`src/rtl/decoder_pkg.sv`:
```
// decoder_pkg: shared types and constants for the one-hot decoder family.
// Holds the controller state encoding plus the mode and scan-direction
// encodings seen on the i_mode / i_dir pins.
package decoder_pkg;

    // Controller states: outputs parked, direct decode, autonomous scan.
    typedef enum logic [1:0] {
        IDLE   = 2'd0,
        DIRECT = 2'd1,
        SCAN   = 2'd2
    } state_t;

    // i_mode encodings.
    localparam logic MODE_DIRECT = 1'b0;
    localparam logic MODE_SCAN   = 1'b1;

    // i_dir encodings: which way the scan index moves on each step.
    localparam logic DIR_UP   = 1'b0;
    localparam logic DIR_DOWN = 1'b1;

endpackage : decoder_pkg

```
`src/rtl/onehot_dec.sv`:
```
// onehot_dec: purely combinational SEL_W-to-2^SEL_W one-hot decoder.
// When en is low the output is all zeros; otherwise exactly bit sel is set.
// Generic replacement for the old fixed 3-to-8 decoder.
module onehot_dec #(
    parameter int SEL_W = 3
) (
    input  logic                  en,
    input  logic [SEL_W-1:0]      sel,
    output logic [(2**SEL_W)-1:0] y
);

    // Set only the selected line; all lines low when disabled.
    always_comb begin
        y = '0;
        if (en) begin
            y[sel] = 1'b1;
        end
    end

endmodule : onehot_dec

```
`src/rtl/decoder_nsel_scan.sv`:
```
// decoder_nsel_scan: registered SEL_W-to-2^SEL_W one-hot decoder with a
// direct-decode mode and an auto-scan mode (programmable dwell, up/down,
// wrap pulse). Every output is a flop; o_y is the decode of the next o_idx
// so o_y and o_idx always change together.
//
// Build option: define DECODER_OUT_ACTIVE_LOW_EN to make o_y active-low
// (idle/reset value all ones, selected line driven 0). o_idx and o_wrap
// keep the same polarity either way.
module decoder_nsel_scan
    import decoder_pkg::*;
#(
    parameter int SEL_W   = 3,
    parameter int DWELL_W = 4
) (
    input  logic                  i_clk,
    input  logic                  i_rst_n,
    input  logic                  i_en,
    input  logic                  i_mode,
    input  logic                  i_dir,
    input  logic [SEL_W-1:0]      i_a,
    input  logic [DWELL_W-1:0]    i_dwell,
    output logic [(2**SEL_W)-1:0] o_y,
    output logic [SEL_W-1:0]      o_idx,
    output logic                  o_wrap
);

    localparam int OUT_W = 2**SEL_W;
    localparam logic [SEL_W-1:0] IDX_MAX = {SEL_W{1'b1}};

`ifdef DECODER_OUT_ACTIVE_LOW_EN
    localparam logic [OUT_W-1:0] Y_OFF = {OUT_W{1'b1}};
`else
    localparam logic [OUT_W-1:0] Y_OFF = '0;
`endif

    state_t             state_q;
    state_t             state_d;
    logic [DWELL_W-1:0] cnt_q;
    logic [DWELL_W-1:0] cnt_d;
    logic [SEL_W-1:0]   idx_d;
    logic               wrap_d;
    logic               dec_en;
    logic [OUT_W-1:0]   y_hot;
    logic [OUT_W-1:0]   y_d;

    // Pick the state for this cycle: enable first, then mode.
    always_comb begin
        state_d = IDLE;
        if (i_en) begin
            case (i_mode)
                MODE_DIRECT: state_d = DIRECT;
                MODE_SCAN:   state_d = SCAN;
                default:     state_d = DIRECT;
            endcase
        end
    end

    // Work out the next index, dwell count and wrap flag for the chosen state.
    always_comb begin
        idx_d  = o_idx;
        cnt_d  = cnt_q;
        wrap_d = 1'b0;
        dec_en = 1'b0;
        case (state_d)
            IDLE: begin
                // Index is held so software can still see where the scan stopped.
                cnt_d = '0;
            end
            DIRECT: begin
                idx_d  = i_a;
                cnt_d  = '0;
                dec_en = 1'b1;
            end
            SCAN: begin
                dec_en = 1'b1;
                if (state_q != SCAN) begin
                    // Entering scan (from IDLE or DIRECT) always restarts at i_a.
                    idx_d = i_a;
                    cnt_d = i_dwell;
                end else if (cnt_q != '0) begin
                    cnt_d = cnt_q - {{(DWELL_W-1){1'b0}}, 1'b1};
                end else begin
                    // Dwell expired: step, reload, and flag a modulo wrap.
                    // i_dir is only looked at here, so mid-dwell changes wait.
                    cnt_d = i_dwell;
                    if (i_dir == DIR_UP) begin
                        idx_d  = o_idx + {{(SEL_W-1){1'b0}}, 1'b1};
                        wrap_d = (o_idx == IDX_MAX);
                    end else begin
                        idx_d  = o_idx - {{(SEL_W-1){1'b0}}, 1'b1};
                        wrap_d = (o_idx == '0);
                    end
                end
            end
            default: begin
                cnt_d = '0;
            end
        endcase
    end

    onehot_dec #(
        .SEL_W (SEL_W)
    ) u_onehot_dec (
        .en  (dec_en),
        .sel (idx_d),
        .y   (y_hot)
    );

    // Output polarity applied ahead of the register so o_y stays glitch-free.
`ifdef DECODER_OUT_ACTIVE_LOW_EN
    assign y_d = ~y_hot;
`else
    assign y_d = y_hot;
`endif

    // State and all outputs are registered together; async reset to idle.
    always_ff @(posedge i_clk or negedge i_rst_n) begin
        if (!i_rst_n) begin
            state_q <= IDLE;
            cnt_q   <= '0;
            o_idx   <= '0;
            o_wrap  <= 1'b0;
            o_y     <= Y_OFF;
        end else begin
            state_q <= state_d;
            cnt_q   <= cnt_d;
            o_idx   <= idx_d;
            o_wrap  <= wrap_d;
            o_y     <= y_d;
        end
    end

endmodule : decoder_nsel_scan

```
`config.mk`:
```
export PLATFORM = sky130hd
export DESIGN_NAME = decoder_nsel_scan
export DESIGN_NICKNAME = d
export VERILOG_FILES = /design/src/rtl/decoder_pkg.sv /design/src/rtl/onehot_dec.sv /design/src/rtl/decoder_nsel_scan.sv
export SDC_FILE = /design/constraint.sdc
export NUM_CORES = 1
export LEC_CHECK = 0
export ABC_AREA = 1
export BUFFER_PORTS_ARGS = -buffer_cell sky130_fd_sc_hd__buf_2
export CAP_MARGIN = 20
export CORE_ASPECT_RATIO = 0.8
export CORE_MARGIN = 4
export CORE_UTILIZATION = 46
export CTS_BUF_LIST = sky130_fd_sc_hd__clkbuf_8
export DETAILED_ROUTE_END_ITERATION = 7
export PLACE_DENSITY_LB_ADDON = 0.08
export SYNTH_ARGS = -nofsm -noshare
export SYNTH_HDL_FRONTEND = slang
export SYNTH_SLANG_ARGS = --single-unit
export TNS_END_PERCENT = 30
```
`constraint.sdc`:
```
create_clock -name i_clk -period 3.35 [get_ports i_clk]
set_input_delay 0.5025 -clock i_clk [delete_from_list [all_inputs] [get_ports i_clk]]
set_output_delay 0.5025 -clock i_clk [all_outputs]
set_load 0.01 [all_outputs]
```
* After elaboration in Yosys (flattened, before gate mapping)
Cells that the tools add are included.
** Cells by class
- Reductions and logical operators :: 4
- $lt $le $gt $ge :: 2
- Equality and inequality tests :: 4
- Add/subtract/negate cells :: 3
- Multiplexer cells :: 17
- Bitwise gates (word level) :: 1
** Operators by type and width (count)
- two-way mux 4 bit :: 3
- two-way mux 3 bit :: 3
- two-way mux 8 bit :: 1
- two-way mux 1 bit :: 6
- case mux 3 bit (2 select lines) :: 1
- less-than comparator 3 x 4 -> 1 bit (second input constant) :: 1
- case mux 2 bit (2 select lines) :: 1
- nonzero test 4 bit :: 1
- subtractor 4 x 1 -> 4 bit (second input constant) :: 1
- adder 3 x 1 -> 3 bit (second input constant) :: 1
- demux 1 bit (select 3 bit) :: 1
- == test 3 bit (second input constant) :: 1
- greater-or-equal comparator 3 x 1 -> 1 bit (second input constant) :: 1
- zero test 3 bit :: 1
- subtractor 3 x 1 -> 3 bit (second input constant) :: 1
- == test 2 x 1 -> 1 bit (second input constant) :: 1
- == test 2 bit (second input constant) :: 1
- two-way mux 2 bit :: 1
- inequality test 2 bit (second input constant) :: 1
- OR reduction 2 bit :: 1
- logical AND 1 bit :: 1
- inverter 1 bit :: 1
** Word-level totals
- Bits in registers :: 18
- Bits of input ports :: 12
- Output and inout port bits :: 12

* Depth between registers and ports, before layout
- Depth after elaboration :: 10
- Depth in mapped cells :: 11

* Modules after synthesis
Synthesis repeated with hierarchy kept, for this count alone.
** Second synthesis, totals
- Cell total of the unflattened synthesis :: 110
- Area total of the unflattened synthesis :: 923.4 µm²
** By module, submodules not included
- decoder_nsel_scan :: cells an instance 93, sequential area each 450.4 µm², instances 1, area an instance 859.6 µm²
- onehot_dec :: cells an instance 17, sequential area each 0.0 µm², instances 1, area an instance 63.8 µm²

* Worst setup path before layout
No wires, ideal clock.
- Kind :: input to register
- Start :: in i_dir
- End :: reg o_y[7]
- Arrival time :: 1.482 ns
- Stages on the path :: 11
- Buffers on the path :: 0
- Slack :: 1.742 ns
- Cells stage by stage :: fa_1 > inv_1 > nand2_1 > nand2_1 > nand2_1 > nand2_1 > nand2_1 > nand2_2 > nand2_2 > nand2_1 > nor2_1
** Between the ends
- Cells in the longest elaborated chain, start to end :: 9
- Elaborated cells on any way between the ends :: 10
** RTL lines
- start: declaration :: RTL line decoder_nsel_scan.sv:19 : input logic i_dir,
- two-way mux 3 bit * :: RTL line decoder_nsel_scan.sv:86 : if (i_dir == DIR_UP) begin
- two-way mux 3 bit * :: RTL line decoder_nsel_scan.sv:80 : end else if (cnt_q != '0) begin
- two-way mux 3 bit * :: RTL line decoder_nsel_scan.sv:76 : if (state_q != SCAN) begin
- case mux 3 bit (2 select lines) * :: RTL line decoder_nsel_scan.sv:64 : case (state_d)
- named net idx_d[2] :: RTL line decoder_nsel_scan.sv:40 : logic [SEL_W-1:0] idx_d;
- less-than comparator 3 x 4 -> 1 bit (implied by the code) / greater-or-equal comparator 3 x 1 -> 1 bit (equally long branches) :: RTL line onehot_dec.sv:16 : y[sel] = 1'b1;
- logical AND 1 bit (implied by the code) :: RTL line onehot_dec.sv:16
- two-way mux 1 bit (implied by the code) :: RTL line onehot_dec.sv:16
- demux 1 bit (select 3 bit) *
- two-way mux 8 bit * :: RTL line onehot_dec.sv:15 : if (en) begin
- named net u_onehot_dec.y[7] :: RTL line onehot_dec.sv:9 : output logic [(2**SEL_W)-1:0] y
- end signal: assignment :: RTL line decoder_nsel_scan.sv:129 : o_y <= y_d;
- end: declaration :: RTL line decoder_nsel_scan.sv:22 : output logic [(2**SEL_W)-1:0] o_y,
The timed path passes the listed nets; every way through them passes the cells marked *.

* Worst setup path after layout
- Start :: reg o_idx[0]
- End :: reg o_y[1]
** Between the ends
- Cells in the longest elaborated chain, start to end :: 10
- Elaborated cells on any way between the ends :: 12
** RTL lines
- start: declaration :: RTL line decoder_nsel_scan.sv:23 : output logic [SEL_W-1:0] o_idx,
- start signal: assignment :: RTL line decoder_nsel_scan.sv:127 : o_idx <= idx_d;
- adder 3 x 1 -> 3 bit / subtractor 3 x 1 -> 3 bit (equally long branches) :: RTL line decoder_nsel_scan.sv:87, decoder_nsel_scan.sv:90
- two-way mux 3 bit :: RTL line decoder_nsel_scan.sv:86
- two-way mux 3 bit :: RTL line decoder_nsel_scan.sv:80
- two-way mux 3 bit :: RTL line decoder_nsel_scan.sv:76
- case mux 3 bit (2 select lines) * :: RTL line decoder_nsel_scan.sv:64
- less-than comparator 3 x 4 -> 1 bit (implied by the code) / greater-or-equal comparator 3 x 1 -> 1 bit (equally long branches) :: RTL line onehot_dec.sv:16
- logical AND 1 bit (implied by the code) :: RTL line onehot_dec.sv:16
- two-way mux 1 bit (implied by the code) :: RTL line onehot_dec.sv:16
- demux 1 bit (select 3 bit) *
- two-way mux 8 bit * :: RTL line onehot_dec.sv:15
- named net u_onehot_dec.y[1] :: RTL line onehot_dec.sv:9
Marks and branches as above.

==> impl_metrics.csv <==
group,metric,value,unit
timing,fin_tns_setup,0,ns
cells_and_area,n_antenna_cell,0,
setup_path,path_class,"flop to flop",
global_routing,globalRoute.totalOverflow,0,
setup_path,slowest_stage,"dfrtp_1",
timing,hold_violations,0,
power_and_ir_drop,total_power,485,uW
cells_and_area,area_growth,19.1,%
clocking,cts_tree,"done",
detailed_routing,via_count,730,
power_and_ir_drop,p_per_area,435,nW/um2
detailed_routing,drc,0,
setup_path,path_delay_family,"simple AND/OR/NAND/NOR gates",
floorplan,boundaryPins,24,
timing,setup_viol,0,
setup_path,crit-reg2reg-launch,"o_idx[0]",
timing,report.final.slew_viol_count,0,
yosys,synth_area_per_cell,9.00,um2
yosys,synth_area,936,um2
floorplan,die_area,2820,um2
yosys,ys_ff_latch,18,
clocking,holdBufCountCts,0,
run_status,status,"completed",
timing,slew_headroom,0.732,
detailed_routing,drt_iter0_markers,20,
timing,rsz0062_at_grt,"false",
detailed_routing,routed_wirelength,1.80,mm
setup_path,r2r_cells,10,
timing,fin_crit,1.66,ns
setup_path,crit_chain,"fa_1 -> inv_1 -> nand2_1 -> nand2_1 -> nand2_1 -> nand2_1 -> nand2_1 -> nand2_2 -> nand3_1 -> nor2_1",
yosys,synth_xor_area_frac,0.0187,
setup_path,path_depth,10,
detailed_routing,firstDrtPassIters,5,
floorplan,core-area,1910,um2
setup_path,crit_top_cell,"nand2_1",
clocking,insertion_delay,0.25,ns
global_routing,grt_antenna_before_repair,0,
setup_path,crit_required,3.53,ns
clocking,cts_root_buf,"clkbuf_8",
power_and_ir_drop,ir_drop,368,uV
timing,period_share,0.497,
cells_and_area,final_nets,146,
yosys,synth_nets,119,
yosys,synth_mux_area_frac,0,
setup_path,crit_arrival,1.84,ns
yosys,yosys_warnings,0,
yosys,seq_area_frac_synth,0.481,
floorplan,die_y,48.3,um
yosys,yosys.cell_types.count,23,
setup_path,startpoint,"o_idx[0]",
yosys,synthAdderAreaFrac,0.0481,
power_and_ir_drop,p_leak,0.607,nW
clocking,numCtsBuffers,3,
detailed_routing,routed_via_density,4.77,
floorplan,rows,14,
timing,worst_slew_pin_slew,0.402,ns
setup_path,crit_buf_inv,1,
floorplan,die_w,58.4,um
clocking,post_cts_resized,0,
clocking,clk_pin_slew,0.06,ns
global_routing,track_usage,0.149,
setup_path,setup.worst_path.end,"o_y[1]",
global_routing,grt_pass1_vias,696,
setup_path,max_stage_delay,0.47,ns
detailed_routing,ant_nets,0,
yosys,synth-simple-area-share,0.285,
setup_path,cp_max_fo,7,
floorplan,start_util,0.490,
timing,fmax,601,MHz
setup_path,cp-end-kind,"flop",
placed_design,post-dp-hpwl,1.42,mm
global_routing,grt_first_pass_wirelength,3.15,mm
detailed_routing,wl_per_cell,11.8,um
clocking,cts_setup_buffers,0,
placed_design,numPortBuffers,23,
setup_path,r2r_slack,1.69,ns
clocking,cts_buffer_depth,2,
yosys,synth-compound-area-share,0.0922,
cells_and_area,drive_gt1_frac,0.333,
timing,finClkSkew,0.000910,ns
global_routing,grt_max_degree,19,
placed_design,place.gp.congestion,0.836,
run,maxCapViolations,0,
setup_path,r2r_end,"o_y[1]",
worst_hold_path,hold_path.class,"input pin to asynchronous set/reset pin",
yosys,synth_top_family_by_area,"simple AND/OR/NAND/NOR gates",
yosys,synthCells,104,
clocking,htree_levels,1,
setup_path,startpoint_type,"flop",
clocking,cts_sinks,18,
==> state kept, by name (all words and copies together), names as in the netlist <==
| register | count |
|---|---|
| o_y | 8 |
| state_q | 2 |
| cnt_q | 4 |
| o_wrap | 1 |
| o_idx | 3 |
==> report_power, final <==
group	internal (mW)	switching [mW]	total, mW
Clock	0.0798	0.0671	0.147
Combinational	0.0361	0.0609	0.0970
Sequential	0.230	0.0110	0.241
Total	0.346	0.139	0.485
==> through the flow <==
step	util	cells	hold WS [ns]	setup WS, ns	instance area, um2
2_1_floorplan	-	104	0.207	1.74	936
3_3_place_gp	0.562	150	0.453	1.55	1070
3_5_place_dp	0.562	150	0.458	1.54	1070
4_1_cts	0.584	153	0.180	1.68	1110
5_1_grt	0.584	153	0.198	1.54	1110
6_report	0.584	153	0.170	1.69	1110
==> cell type report <==
| cell class | instances | area [um2] |
|---|---|---|
| Clock buffer | 3 | 41.3 |
| Fill cell | 175 | 795 |
| Inverter | 16 | 62.6 |
| Multi-Input combinational cell | 69 | 415 |
| Sequential cell | 18 | 450 |
| Tap cell | 24 | 30.0 |
| Timing Repair Buffer | 23 | 115 |
==> worst min-delay path by stage <==
stage,start,to,depth (start not counted)
2_1_floorplan,i_rst_n,cnt_q[0],0
3_3_place_gp,i_rst_n,state_q[0],1
3_5_place_dp,i_rst_n,state_q[1],1
4_1_cts,i_rst_n,cnt_q[2],1
5_1_grt,i_rst_n,cnt_q[2],1
6_report,i_rst_n,state_q[0],1
==> cells in the final DEF (no fill, tap or decap) <==
cell type	n
buf_2	23
nand2_1	18
dfrtp_1	18
inv_1	14
nor2_1	10
nand3_1	6
a21oi_1	6
o21ai_0	5
nand3_2	5
nand2_2	3
clkbuf_8	3
nand2_4	2
nor2_2	2
nor2_4	2
xnor2_1	2
ha_1	2
inv_2	1
inv_4	1
o21ai_1	1
a22oi_2	1
nor3_1	1
a31oi_1	1
a211oi_1	1
fa_1	1
==> per-layer routing <==
| layer | global-route usage | part of all wire | vias to the layer above |
|---|---|---|---|
| met1 | 0.215 | 0.51 | 327 |
| met5 | 0 | 0 | - |
| met3 | 0.0612 | 0.080 | 2 |
| met2 | 0.208 | 0.41 | 18 |
| li1 | - | - | 383 |
| met4 | 0.0347 | 0.0044 | 0 |
==> logic make-up (layout without fill, tap and decap cells) <==
logic type	after synthesis	after routing
compound gates	15	15
xor+xnor	2	2
fa+ha+maj	3	3
buf+inv	17	42
flops	18	18
simple gates	49	49
==> Yosys cell counts <==
master,number,area [um2]
inv_2,1,3.75
nand3_2,5,50.1
nor2_4,2,22.5
nor2_1,10,37.5
nor3_1,1,5.00
nand3_1,6,30.0
a31oi_1,1,6.26
a21oi_1,6,30.0
nand2_4,2,22.5
nor2_2,2,12.5
nand2_1,18,67.6
inv_4,1,6.26
fa_1,1,20.0
o21ai_0,5,25.0
ha_1,2,25.0
buf_4,1,7.51
nand2_2,3,18.8
dfrtp_1,18,450
a22oi_2,1,12.5
o21ai_1,1,5.00
a211oi_1,1,7.51
xnor2_1,2,17.5
inv_1,14,52.6
(Power assumes the default switching activity.)
